$ cat src/rtl/sdio_spi_bridge.sv
// Zorro II slave for the SDIO function: byte-wide register window on D[15:8]
// driving an SPI-mode SD card, with wait states while the shift engine is busy.
`timescale 1ns/1ps
module sdio_spi_bridge #(
   parameter int unsigned DIV_RESET   = 62,
   parameter int unsigned SYNC_STAGES = 2
) (
   input  logic       C50M,
   input  logic       RESET_n,
   input  logic [7:0] A_HIGH,
   input  logic [2:0] A_LOW,
   input  logic       AS_CPU_n,
   input  logic       UDS_n,
   input  logic       LDS_n,
   input  logic       RW_n,
   input  logic [7:0] D_IN,
   output logic [7:0] D_OUT,
   output logic       D_OE,
   input  logic [7:0] BASE_SDIO,
   input  logic       SDIO_CONFIGURED_n,
   output logic       SDIO_ACCESS,
   output logic       SDIO_DTACK_n,
   output logic       SD_SCLK,
   output logic       SD_MOSI,
   input  logic       SD_MISO,
   output logic       SD_CS_n,
   input  logic       SD_CD_n
);

   typedef enum logic [1:0] {B_IDLE, B_WAIT, B_EXEC, B_ACK} bus_state_t;
   typedef enum logic [1:0] {E_IDLE, E_LOW, E_HIGH} eng_state_t;

   bus_state_t bus_q, bus_d;
   eng_state_t eng_q, eng_d;
   logic [3:0] sync_q [SYNC_STAGES];
   logic [3:0] sync_d [SYNC_STAGES];
   logic [7:0] dout_q, dout_d, div_q, div_d, rx_q, rx_d, shift_q, shift_d, cnt_q, cnt_d;
   logic [3:0] bits_q, bits_d;
   logic       cs_q, cs_d, fast_q, fast_d, sclk_q, sclk_d, mosi_q, mosi_d, samp_q, samp_d;
   logic       as_s, uds_s, lds_s, cd_s, win_hit, start_cond, eng_busy, needs_idle;
   logic       start_xfer;
   logic [7:0] start_tx, half_len;

   always_comb begin
      sync_d[0] = {SD_CD_n, LDS_n, UDS_n, AS_CPU_n};
      for (int unsigned i = 1; i < SYNC_STAGES; i++) sync_d[i] = sync_q[i-1];
   end

   assign {cd_s, lds_s, uds_s, as_s} = sync_q[SYNC_STAGES-1];
   assign win_hit     = !SDIO_CONFIGURED_n && (A_HIGH == BASE_SDIO);
   assign SDIO_ACCESS = win_hit && !AS_CPU_n;
   assign start_cond  = !as_s && (!uds_s || !lds_s) && win_hit;
   assign eng_busy    = (eng_q != E_IDLE);
   assign half_len    = fast_q ? 8'd0 : div_q;

   // Accesses that would start the engine or retune it must wait for idle.
   assign needs_idle = !uds_s && (((A_LOW == 3'd0) && !RW_n) || ((A_LOW == 3'd3) && RW_n) ||
                                  (((A_LOW == 3'd1) || (A_LOW == 3'd2)) && !RW_n));

   always_comb begin
      bus_d      = bus_q;
      dout_d     = dout_q;
      cs_d       = cs_q;
      fast_d     = fast_q;
      div_d      = div_q;
      start_xfer = 1'b0;
      start_tx   = D_IN;
      case (bus_q)
         B_IDLE: if (start_cond) bus_d = B_WAIT;
         B_WAIT: begin
            if (as_s) bus_d = B_IDLE;
            else if (!eng_busy || !needs_idle) bus_d = B_EXEC;
         end
         B_EXEC: begin
            case (A_LOW)
               3'd0, 3'd3: dout_d = rx_q;
               3'd1:       dout_d = {eng_busy, !cd_s, 4'b0000, fast_q, cs_q};
               3'd2:       dout_d = div_q;
               default:    dout_d = '1;
            endcase
            if (!uds_s) begin
               if (!RW_n) begin
                  case (A_LOW)
                     3'd0:    start_xfer = 1'b1;
                     3'd1:    {fast_d, cs_d} = D_IN[1:0];
                     3'd2:    div_d = D_IN;
                     default: ;
                  endcase
               end else if (A_LOW == 3'd3) begin
                  start_xfer = 1'b1;
                  start_tx   = '1;
               end
            end
            bus_d = B_ACK;
         end
         B_ACK: if (as_s) bus_d = B_IDLE;
         default: bus_d = B_IDLE;
      endcase
   end

   always_comb begin
      eng_d   = eng_q;
      cnt_d   = cnt_q;
      bits_d  = bits_q;
      shift_d = shift_q;
      samp_d  = samp_q;
      sclk_d  = sclk_q;
      mosi_d  = mosi_q;
      rx_d    = rx_q;
      case (eng_q)
         E_IDLE: if (start_xfer) begin
            eng_d   = E_LOW;
            shift_d = start_tx;
            mosi_d  = start_tx[7];
            sclk_d  = 1'b0;
            cnt_d   = half_len;
            bits_d  = '0;
         end
         E_LOW: begin
            if (cnt_q != '0) cnt_d = cnt_q - 8'd1;
            else if (bits_q == 4'd8) begin
               eng_d  = E_IDLE;
               rx_d   = shift_q;
               mosi_d = 1'b1;
               sclk_d = 1'b0;
            end else begin
               eng_d  = E_HIGH;
               sclk_d = 1'b1;
               samp_d = SD_MISO;
               bits_d = bits_q + 4'd1;
               cnt_d  = half_len;
            end
         end
         E_HIGH: begin
            if (cnt_q != '0) cnt_d = cnt_q - 8'd1;
            else begin
               eng_d   = E_LOW;
               sclk_d  = 1'b0;
               shift_d = {shift_q[6:0], samp_q};
               mosi_d  = (bits_q == 4'd8) ? 1'b1 : shift_q[6];
               cnt_d   = half_len;
            end
         end
         default: eng_d = E_IDLE;
      endcase
   end

   always_ff @(posedge C50M or negedge RESET_n) begin
      if (!RESET_n) begin
         for (int unsigned i = 0; i < SYNC_STAGES; i++) sync_q[i] <= '1;
         bus_q   <= B_IDLE;
         eng_q   <= E_IDLE;
         dout_q  <= '1;
         div_q   <= 8'(DIV_RESET);
         rx_q    <= '1;
         shift_q <= '1;
         cnt_q   <= '0;
         bits_q  <= '0;
         cs_q    <= 1'b0;
         fast_q  <= 1'b0;
         sclk_q  <= 1'b0;
         mosi_q  <= 1'b1;
         samp_q  <= 1'b0;
      end else begin
         for (int unsigned i = 0; i < SYNC_STAGES; i++) sync_q[i] <= sync_d[i];
         bus_q   <= bus_d;
         eng_q   <= eng_d;
         dout_q  <= dout_d;
         div_q   <= div_d;
         rx_q    <= rx_d;
         shift_q <= shift_d;
         cnt_q   <= cnt_d;
         bits_q  <= bits_d;
         cs_q    <= cs_d;
         fast_q  <= fast_d;
         sclk_q  <= sclk_d;
         mosi_q  <= mosi_d;
         samp_q  <= samp_d;
      end
   end

   // DTACK and the data enable follow the raw strobe so the bus is released at once.
   assign SDIO_DTACK_n = (bus_q == B_ACK) ? AS_CPU_n : 1'b1;
   assign D_OE         = (bus_q == B_ACK) && RW_n && !AS_CPU_n;
   assign D_OUT        = dout_q;
   assign SD_SCLK      = sclk_q;
   assign SD_MOSI      = mosi_q;
   assign SD_CS_n      = !cs_q;

endmodule

$ cat config.mk
export PLATFORM = sky130hd
export DESIGN_NAME = sdio_spi_bridge
export DESIGN_NICKNAME = d
export VERILOG_FILES = /design/src/rtl/sdio_spi_bridge.sv
export SDC_FILE = /design/constraint.sdc
export NUM_CORES = 1
export LEC_CHECK = 0
export CAP_MARGIN = 20
export CORE_ASPECT_RATIO = 0.9
export CORE_MARGIN = 2
export CORE_UTILIZATION = 40
export DETAILED_ROUTE_END_ITERATION = 16
export PLACE_DENSITY = 0.6
export SYNTH_ARGS = -nofsm -noshare
export SYNTH_HDL_FRONTEND = slang
export SYNTH_SLANG_ARGS = --single-unit
$ cat constraint.sdc
create_clock -name C50M -period 7 [get_ports C50M]
set_clock_uncertainty 0.2 [all_clocks]
set_input_delay 1.05 -clock C50M [delete_from_list [all_inputs] [get_ports C50M]]
set_output_delay 1.05 -clock C50M [all_outputs]
set_load 0.02 [all_outputs]
==> impl_metrics.json, run 1 <==
{
  "synthCells": 295,
  "holdWs_ps": 152,
  "synth_top_family_by_area": "compound AO/OA/AOI/OAI gates",
  "path_clk_slew_ps": 70,
  "final_nets": 393,
  "yosysTopAreaCell": "dfstp_2",
  "syn_to_final_growth_pct": 23.9,
  "power_density_nw_per_um2": 256,
  "tns_ps": 0,
  "rrSetupSlack_ps": 4360,
  "syn_area_um2": 3160,
  "cts.path.max_buffers": 2,
  "peakVddDrop_v": 0.000133,
  "layout-drive-gt1-share_pct": 24.6,
  "die_height_um": 88.3,
  "final_cells": 449,
  "postCtsResizedCells": 0,
  "synth-xor-area-share_pct": 2.77,
  "portBuffers": 49,
  "synth_compound_area_share_pct": 18.7,
  "slew_viol_final": 0,
  "grtUsageMet1_pct": 27.2,
  "setup_viol_count_final": 0,
  "ff_latch_area_um2": 1570,
  "syn_nets": 340,
  "ioPinCount": 50,
  "r2r-start": "cnt_q[2]",
  "hold_buffers": 0,
  "numCtsBuffers": 9,
  "hold_viol": 0,
  "fp-row-count": 30,
  "path_class": "in2out",
  "ys_async_sr_fraction_pct": 100,
  "worstSkewPairLatency_ps": 340,
  "grt_antenna_before_repair": 0,
  "first_pass_iters": 4,
  "final_cell_mix": "48 x clkdlybuf4s50_1, 38 x dfstp_2, 23 x dfrtp_1",
  "place_inst": 433,
  "status": "complete, no violations",
  "period_share_pct": 59.5,
  "worstRegToRegCells": 5,
  "synthMuxAreaShare_pct": 7.49,
  "worstMarginPinSlew_ps": 796,
  "yosys.area_share.simple_pct": 13.7,
  "drt_iter0_markers": 90,
  "synthDominantCellAreaShare_pct": 31.6,
  "final_common_cell": "clkdlybuf4s50_1",
  "grtUsageTotal_pct": 17.9,
  "cts_tree": "built",
  "ys_warn_count": 0,
  "ant_nets": 0,
  "htreeDepth": 3,
  "slew_headroom_pct": 46.5,
  "dieWidth_um": 97.6,
  "drc": 0,
  "avgViaCountPerCell": 5.38,
  "gp_congestion": 0.785,
  "crit_end": "SDIO_ACCESS",
  "startpoint_type": "input pin",
  "rsz0062_at_grt": "no",
  "max_cap_viol_count": 0,
  "grt_pass1_vias": 2255,
  "synth_edf_count": 0,
  "finalCriticalPeriod_ps": 4170,
  "die_area_um2": 8620,
  "cts_sinks": 61,
  "synth_area_leaders": "dfstp_2 32%, dfrtp_1 18%, mux2_2 7.5%",
  "grt_max_degree": 62,
  "fin_area_um2": 3910,
  "grt_util_met2_pct": 25.1,
  "cts_root_buf": "clkbuf_8",
  "nFillCells": 696,
  "synth_seq_cells": 61,
  "wl_per_cell_um": 16.5,
  "gr-usage-met3_pct": 5.13,
  "grt_most_used_layer": "met1",
  "synth_top_flop_cell": "dfstp_2",
  "p_leak_uw": 0.00152,
  "ys_seq_area_share_pct": 49.9,
  "core_area_um2": 7580,
  "cp-end-kind": "output pin",
  "cts_setup_buffers": 0,
  "worstPathRequired_ps": 5750,
  "max_freq_ghz": 0.240,
  "worstPathMaxFanout": 2,
  "wl_um": 7400,
  "power_uw": 1000,
  "grt_overflow": 0,
  "synth-adder-area-share_pct": 3.57,
  "multi_input_area_um2": 1460,
  "num_vias": 2417,
  "startpoint": "A_HIGH[6]",
  "placed_area_um2": 3730,
  "worst_ep_arrival_time_ps": 2920,
  "start_util_pct": 41.6,
  "ys_types": 53,
  "min_path_type": "reg2reg",
  "dp_hpwl_um": 5370,
  "diodes": 0,
  "syn_avg_cell_area_um2": 10.7,
  "r2r-end": "cnt_q[6]",
  "grt_pass1_wl_um": 11900
}
-- flip-flops by register name (all words and copies together), names as in the netlist, named ones only --
register / cells
bits_q: 4
as_s: 1
fast_q: 1
D_OUT: 8
SD_SCLK: 1
SD_MOSI: 1
cs_q: 1
samp_q: 1
lds_s: 1
cnt_q: 8
bus_q: 1
div_q: 8
rx_q: 8
sync_d: 4
cd_s: 1
sync_q: 1
shift_q: 8
eng_q: 2
-- cells in the mapped netlist, types with 3 or more instances --
library cell and count:
nor2_1 20, nand2b_1 5, xnor2_1 9, nor2b_1 4
o21ai_0 19, nand3_1 8, dfstp_2 38, inv_1 18
a21oi_2 3, mux2_2 21, a21o_1 3, a21oi_1 20
nand3b_1 3, a221oi_1 8, dfrtp_1 23, clkbuf_1 4
nor3_1 8, nand2_1 20, ha_1 9, o221ai_1 7
a31oi_1 5
-- cell families after synthesis --
family | Yosys count
xor gates and xnor gates | 10
DFF | 61
AOI/OAI and AO/OA | 83
and+or+nand+nor | 83
adders and majority gates | 9
buffers and inverters | 28
muxes | 21
-- final cells by class --
cell class,instances,share of cell area (%)
flip-flops and latches,61,40.3
multi-input cells,206,37.3
repair buffers,51,12.8
clock buffers,11,3.36
well taps,96,3.07
inverters,19,1.82
clock inverters,5,1.34
-- critical path, stage by stage --
cell and delay [ps]:
clkdlybuf4s50_1 470, xnor2_1 120, nand3_1 80, or4_1 490, nor2_1 100, clkdlybuf4s50_1 600
-- layer usage --
| layer | vias to the layer above | routed length (um) |
|---|---|---|
| li1 | 1175 | - |
| met5 | - | 0 |
| met1 | 1197 | 3760 |
| met2 | 43 | 3260 |
| met4 | 0 | 42 |
| met3 | 2 | 332 |
-- where the power goes --
group / internal, uW / switching, uW / total, uW / leakage, uW
sequential: 432 / 43.4 / 476 / 0.000667
clock: 163 / 139 / 301 / 0.0000931
combinational: 108 / 115 / 223 / 0.000763
total: 703 / 297 / 1000 / 0.00152
-- metrics by stage --
stage	worst slack [ps]	util, %
after global placement	2840	49.1
after CTS	2820	51.6
after detailed placement	2820	49.1
final	2830	51.6
after floorplan	3710	-
after global routing	2690	51.6
-- how the worst min path moves through the flow --
| stage | depth (start not counted) | start | end |
|---|---|---|---|
| 5_1_grt | 0 | sync_d[0] | as_s |
| 3_5_place_dp | 0 | sync_d[2] | lds_s |
| 6_report | 0 | sync_d[0] | as_s |
| 4_1_cts | 0 | sync_d[0] | as_s |
| 2_1_floorplan | 0 | sync_d[0] | as_s |
| 3_3_place_gp | 0 | sync_d[1] | sync_q[1] |
Note: power is estimated with default switching activity, not from simulation.
==> run 2: changes to the inputs <==
- clock period: 7 -> 4.1 ns (I/O delays scaled with it)
==> run 2 against run 1 <==
  * Final cell count is 0.45% higher
  * Largest power group unchanged
  * Total power is 77% higher
  * Highest routed layer unchanged
  * Critical path type unchanged
  * Worst setup slack worse by 2000 ps
  * Sequential share of layout area is 0.48 points lower
==> impl_metrics.json, run 2 (synthesis gave the netlist of run 1 again) <==
{
  "status": "complete, no violations",
  "die_height_um": 88.3,
  "final_cell_mix": "48 x clkdlybuf4s50_1, 38 x dfstp_2, 23 x dfrtp_1",
  "path_class": "in2out",
  "num_vias": 2412,
  "rrSetupSlack_ps": 1480,
  "ioPinCount": 50,
  "grt_overflow": 0,
  "layout-drive-gt1-share_pct": 25.6,
  "grt_pass1_wl_um": 11800,
  "cts_setup_buffers": 0,
  "avgViaCountPerCell": 5.35,
  "cts.path.max_buffers": 2,
  "slew_viol_final": 0,
  "syn_to_final_growth_pct": 25.4,
  "core_area_um2": 7580,
  "numCtsBuffers": 9,
  "hold_viol": 0,
  "rsz0062_at_grt": "no",
  "worstRegToRegCells": 8,
  "wl_per_cell_um": 16.2,
  "min_path_type": "in2async",
  "max_cap_viol_count": 0,
  "worstPathRequired_ps": 3280,
  "postCtsResizedCells": 0,
  "peakVddDrop_v": 0.000193,
  "r2r-start": "cnt_q[0]",
  "start_util_pct": 41.6,
  "final_nets": 395,
  "startpoint_type": "input pin",
  "grt_antenna_before_repair": 0,
  "ant_nets": 0,
  "first_pass_iters": 4,
  "grtUsageTotal_pct": 17.7,
  "finalCriticalPeriod_ps": 3310,
  "portBuffers": 49,
  "fp-row-count": 30,
  "cts_tree": "built",
  "drc": 0,
  "setup_viol_count_final": 0,
  "worstPathMaxFanout": 2,
  "max_freq_ghz": 0.302,
  "fin_util_pct": 52.2,
  "grt_pass1_vias": 2201,
  "power_density_nw_per_um2": 447,
  "worst_ep_arrival_time_ps": 2500,
  "cts_root_buf": "clkbuf_8",
  "dieWidth_um": 97.6,
  "drt_iter0_markers": 138,
  "wl_um": 7320,
  "path_clk_slew_ps": 70,
  "p_leak_uw": 0.00155,
  "final_common_cell": "clkdlybuf4s50_1",
  "gp_congestion": 0.803,
  "worstSkewPairLatency_ps": 340,
  "die_area_um2": 8620,
  "grt_max_degree": 37,
  "worstMarginPinSlew_ps": 754,
  "tns_ps": 0,
  "period_share_pct": 80.8,
  "r2r-end": "cnt_q[2]",
  "cts_sinks": 61,
  "htreeDepth": 3,
  "hold_buffers": 0,
  "slew_headroom_pct": 49.5,
  "diodes": 0,
  "dp_hpwl_um": 5470,
  "cp-end-kind": "output pin"
}
-- run 2: changes by cell type in the layout (fill, tap and decap cells not counted) --
cell,change
clkinvlp_4,-1
buf_4,+2
clkbuf_1,-2
inv_4,+1
clkinv_4,+2
clkinv_2,-2
inv_6,+1
clkbuf_16,+1
-- run 2: layout make-up --
| class | instances | area, um^2 |
|---|---|---|
| clock buffer | 10 | 149 |
| clock inverter | 6 | 67.6 |
| fill | 704 | 3620 |
| inverter | 19 | 71.3 |
| multi-input combinational | 206 | 1460 |
| sequential | 61 | 1570 |
| tap | 96 | 120 |
| timing repair buffer | 53 | 515 |
-- run 2: worst max-delay path by stage --
stage / from / endpoint / slack (ps) / depth (start not counted)
5_1_grt: A_HIGH[7] / SDIO_ACCESS / 620 / 6
2_1_floorplan: BASE_SDIO[7] / SDIO_ACCESS / 1680 / 4
3_5_place_dp: A_HIGH[7] / SDIO_ACCESS / 780 / 6
4_1_cts: A_HIGH[7] / SDIO_ACCESS / 770 / 6
3_3_place_gp: BASE_SDIO[7] / SDIO_ACCESS / 800 / 6
6_report: A_HIGH[7] / SDIO_ACCESS / 790 / 6
-- run 2: power breakdown --
part | leakage, uW | total [uW] | switching, uW | internal (uW)
combinational | 0.000773 | 378 | 192 | 185
sequential | 0.000667 | 819 | 80.3 | 738
clock | 0.000112 | 574 | 253 | 321
total | 0.00155 | 1770 | 526 | 1240
-- run 2: worst max-delay path, cell delays in order --
cell	delay (ps)
clkdlybuf4s50_1	470
xnor2_1	110
nand3_1	90
or4_1	490
nor2_1	110
clkdlybuf4s50_1	610
-- run 2: metal layers --
metal | routed length [um] | vias to the layer above | track usage (%)
li1 | - | 1181 | -
met1 | 3650 | 1174 | 26.8
met2 | 3220 | 53 | 24.5
met3 | 366 | 4 | 4.58
met4 | 76 | 0 | 6.06
met5 | 0 | - | 0
-- run 2: per-stage QoR --
step	std cells	power [uW]	area, um^2	worst slack, ps	hold slack (ps)
final	451	1770	3960	786	73.6
after global placement	435	1200	3740	803	146
after CTS	451	1790	3960	766	86.4
after detailed placement	435	1210	3740	776	147
after global routing	451	1870	3960	621	108
after floorplan	295	1010	3160	1680	119
==> run 3: changes to the inputs <==
- clock period: 4.1 -> 3.2 ns (I/O delays scaled with it)
==> run 3 against run 2 <==
  * Via count grew 0.54%
  * Flip-flop and latch count is the same
  * Combinational power grew 31%
  * Largest cell class unchanged
==> impl_metrics.json, run 3 (synthesis gave the netlist of run 1 again) <==
{
  "start_util_pct": 41.6,
  "portBuffers": 49,
  "rsz0062_at_grt": "no",
  "switching_share_pct": 29.9,
  "fp-row-count": 30,
  "core_area_um2": 7580,
  "wl_um": 7450,
  "final_common_cell": "clkdlybuf4s50_1",
  "avgViaCountPerCell": 5.31,
  "p_sw_uw": 642,
  "grtUsageTotal_pct": 18.5,
  "power_density_nw_per_um2": 544,
  "final_cell_mix": "48 x clkdlybuf4s50_1, 38 x dfstp_2, 23 x dfrtp_1",
  "cts_setup_buffers": 0,
  "period_share_pct": 95.0,
  "clkPwrFrac_pct": 28.5,
  "wl_per_cell_um": 16.3,
  "rrSetupSlack_ps": 690,
  "hold_buffers": 0,
  "cts_tree": "built",
  "max_freq_ghz": 0.329,
  "ioPinCount": 50,
  "grt_pass1_wl_um": 12300,
  "path_class": "in2out",
  "grt_antenna_before_repair": 0,
  "die_area_um2": 8620,
  "ant_nets": 0,
  "worstSkewPairLatency_ps": 340,
  "p_leak_uw": 0.00156,
  "postCtsResizedCells": 0,
  "diodes": 0,
  "r2r-start": "cnt_q[0]",
  "status": "complete, no violations",
  "setup_viol_count_final": 0,
  "p_int_uw": 1510,
  "min_path_type": "in2async",
  "finalCriticalPeriod_ps": 3040,
  "p_comb_share_pct": 22.9,
  "layout-drive-gt1-share_pct": 26.0,
  "worst_slack_ps": 159,
  "dieWidth_um": 97.6,
  "drt_iter0_markers": 115,
  "htreeDepth": 3,
  "slew_viol_final": 0,
  "grt_max_degree": 62,
  "syn_to_final_growth_pct": 25.4,
  "numCtsBuffers": 9,
  "cts_root_buf": "clkbuf_8",
  "worstRegToRegCells": 8,
  "cts.path.max_buffers": 2,
  "r2r-end": "cnt_q[6]",
  "startpoint_type": "input pin",
  "peakVddDrop_v": 0.000203,
  "cp-end-kind": "output pin",
  "worst_ep_arrival_time_ps": 2360,
  "drc": 0,
  "nFillCells": 706,
  "worstPathMaxFanout": 2,
  "pre_cts_ws_ps": 140,
  "die_height_um": 88.3,
  "path_clk_slew_ps": 70,
  "max_cap_viol_count": 0,
  "dp_hpwl_um": 5480,
  "seq_power_share_pct": 48.6,
  "slew_headroom_pct": 48.2,
  "hold_viol": 0,
  "final_nets": 401,
  "grt_overflow": 0,
  "cts_sinks": 61,
  "num_vias": 2425,
  "worstMarginPinSlew_ps": 777,
  "first_pass_iters": 4,
  "worstPathRequired_ps": 2520,
  "tns_ps": 0,
  "grt_pass1_vias": 2352,
  "gp_congestion": 0.787
}
-- run 3: power by group through the flow --
stage	logic (uW)	registers, uW	clock network [uW]
CTS	499	1040	634
global route	537	1070	671
finish	494	1050	613
floorplan	214	1090	0
global placement	491	1050	0
detailed placement	497	1060	0
-- run 3: per-stage QoR --
step	util, %	hold slack, ps	cells	instance area, um^2	power [uW]
after global placement	49.9	146	441	3790	1550
after detailed placement	49.9	148	441	3790	1550
after floorplan	-	-15.6	295	3160	1300
after global routing	52.2	168	457	3960	2270
final	52.2	94.4	457	3960	2150
after CTS	52.2	128	457	3960	2180
-- run 3: worst max path at each step --
stage	from	to	slack [ps]	depth (start not counted)
2_1_floorplan	cnt_q[0]	cnt_q[6]	850	8
3_3_place_gp	BASE_SDIO[7]	SDIO_ACCESS	180	6
3_5_place_dp	BASE_SDIO[6]	SDIO_ACCESS	140	6
4_1_cts	BASE_SDIO[6]	SDIO_ACCESS	140	6
5_1_grt	BASE_SDIO[6]	SDIO_ACCESS	60	6
6_report	BASE_SDIO[6]	SDIO_ACCESS	160	6
-- run 3: final cells by class --
| class | instances | area (um^2) | share of cell area, % |
|---|---|---|---|
| flip-flops and latches | 61 | 1570 | 39.8 |
| multi-input cells | 206 | 1460 | 36.9 |
| repair buffers | 59 | 561 | 14.2 |
| clock buffers | 14 | 163 | 4.11 |
| well taps | 96 | 120 | 3.03 |
| inverters | 19 | 71.3 | 1.80 |
| clock inverters | 2 | 10.0 | 0.253 |
-- run 3: worst max-delay path, cell delays in order --
cell	delay, ps
clkdlybuf4s50_1	480
xnor2_1	120
nand3_1	80
or4_1	490
nor2_1	100
clkdlybuf4s50_1	610
-- run 3: layer usage --
metal  up-vias  track usage (%)  wire, um
li1       1187                -         -
met1      1176             26.7      3700
met2        52             27.2      3350
met3        10             4.50       292
met4         0             6.69       112
met5         -                0         0
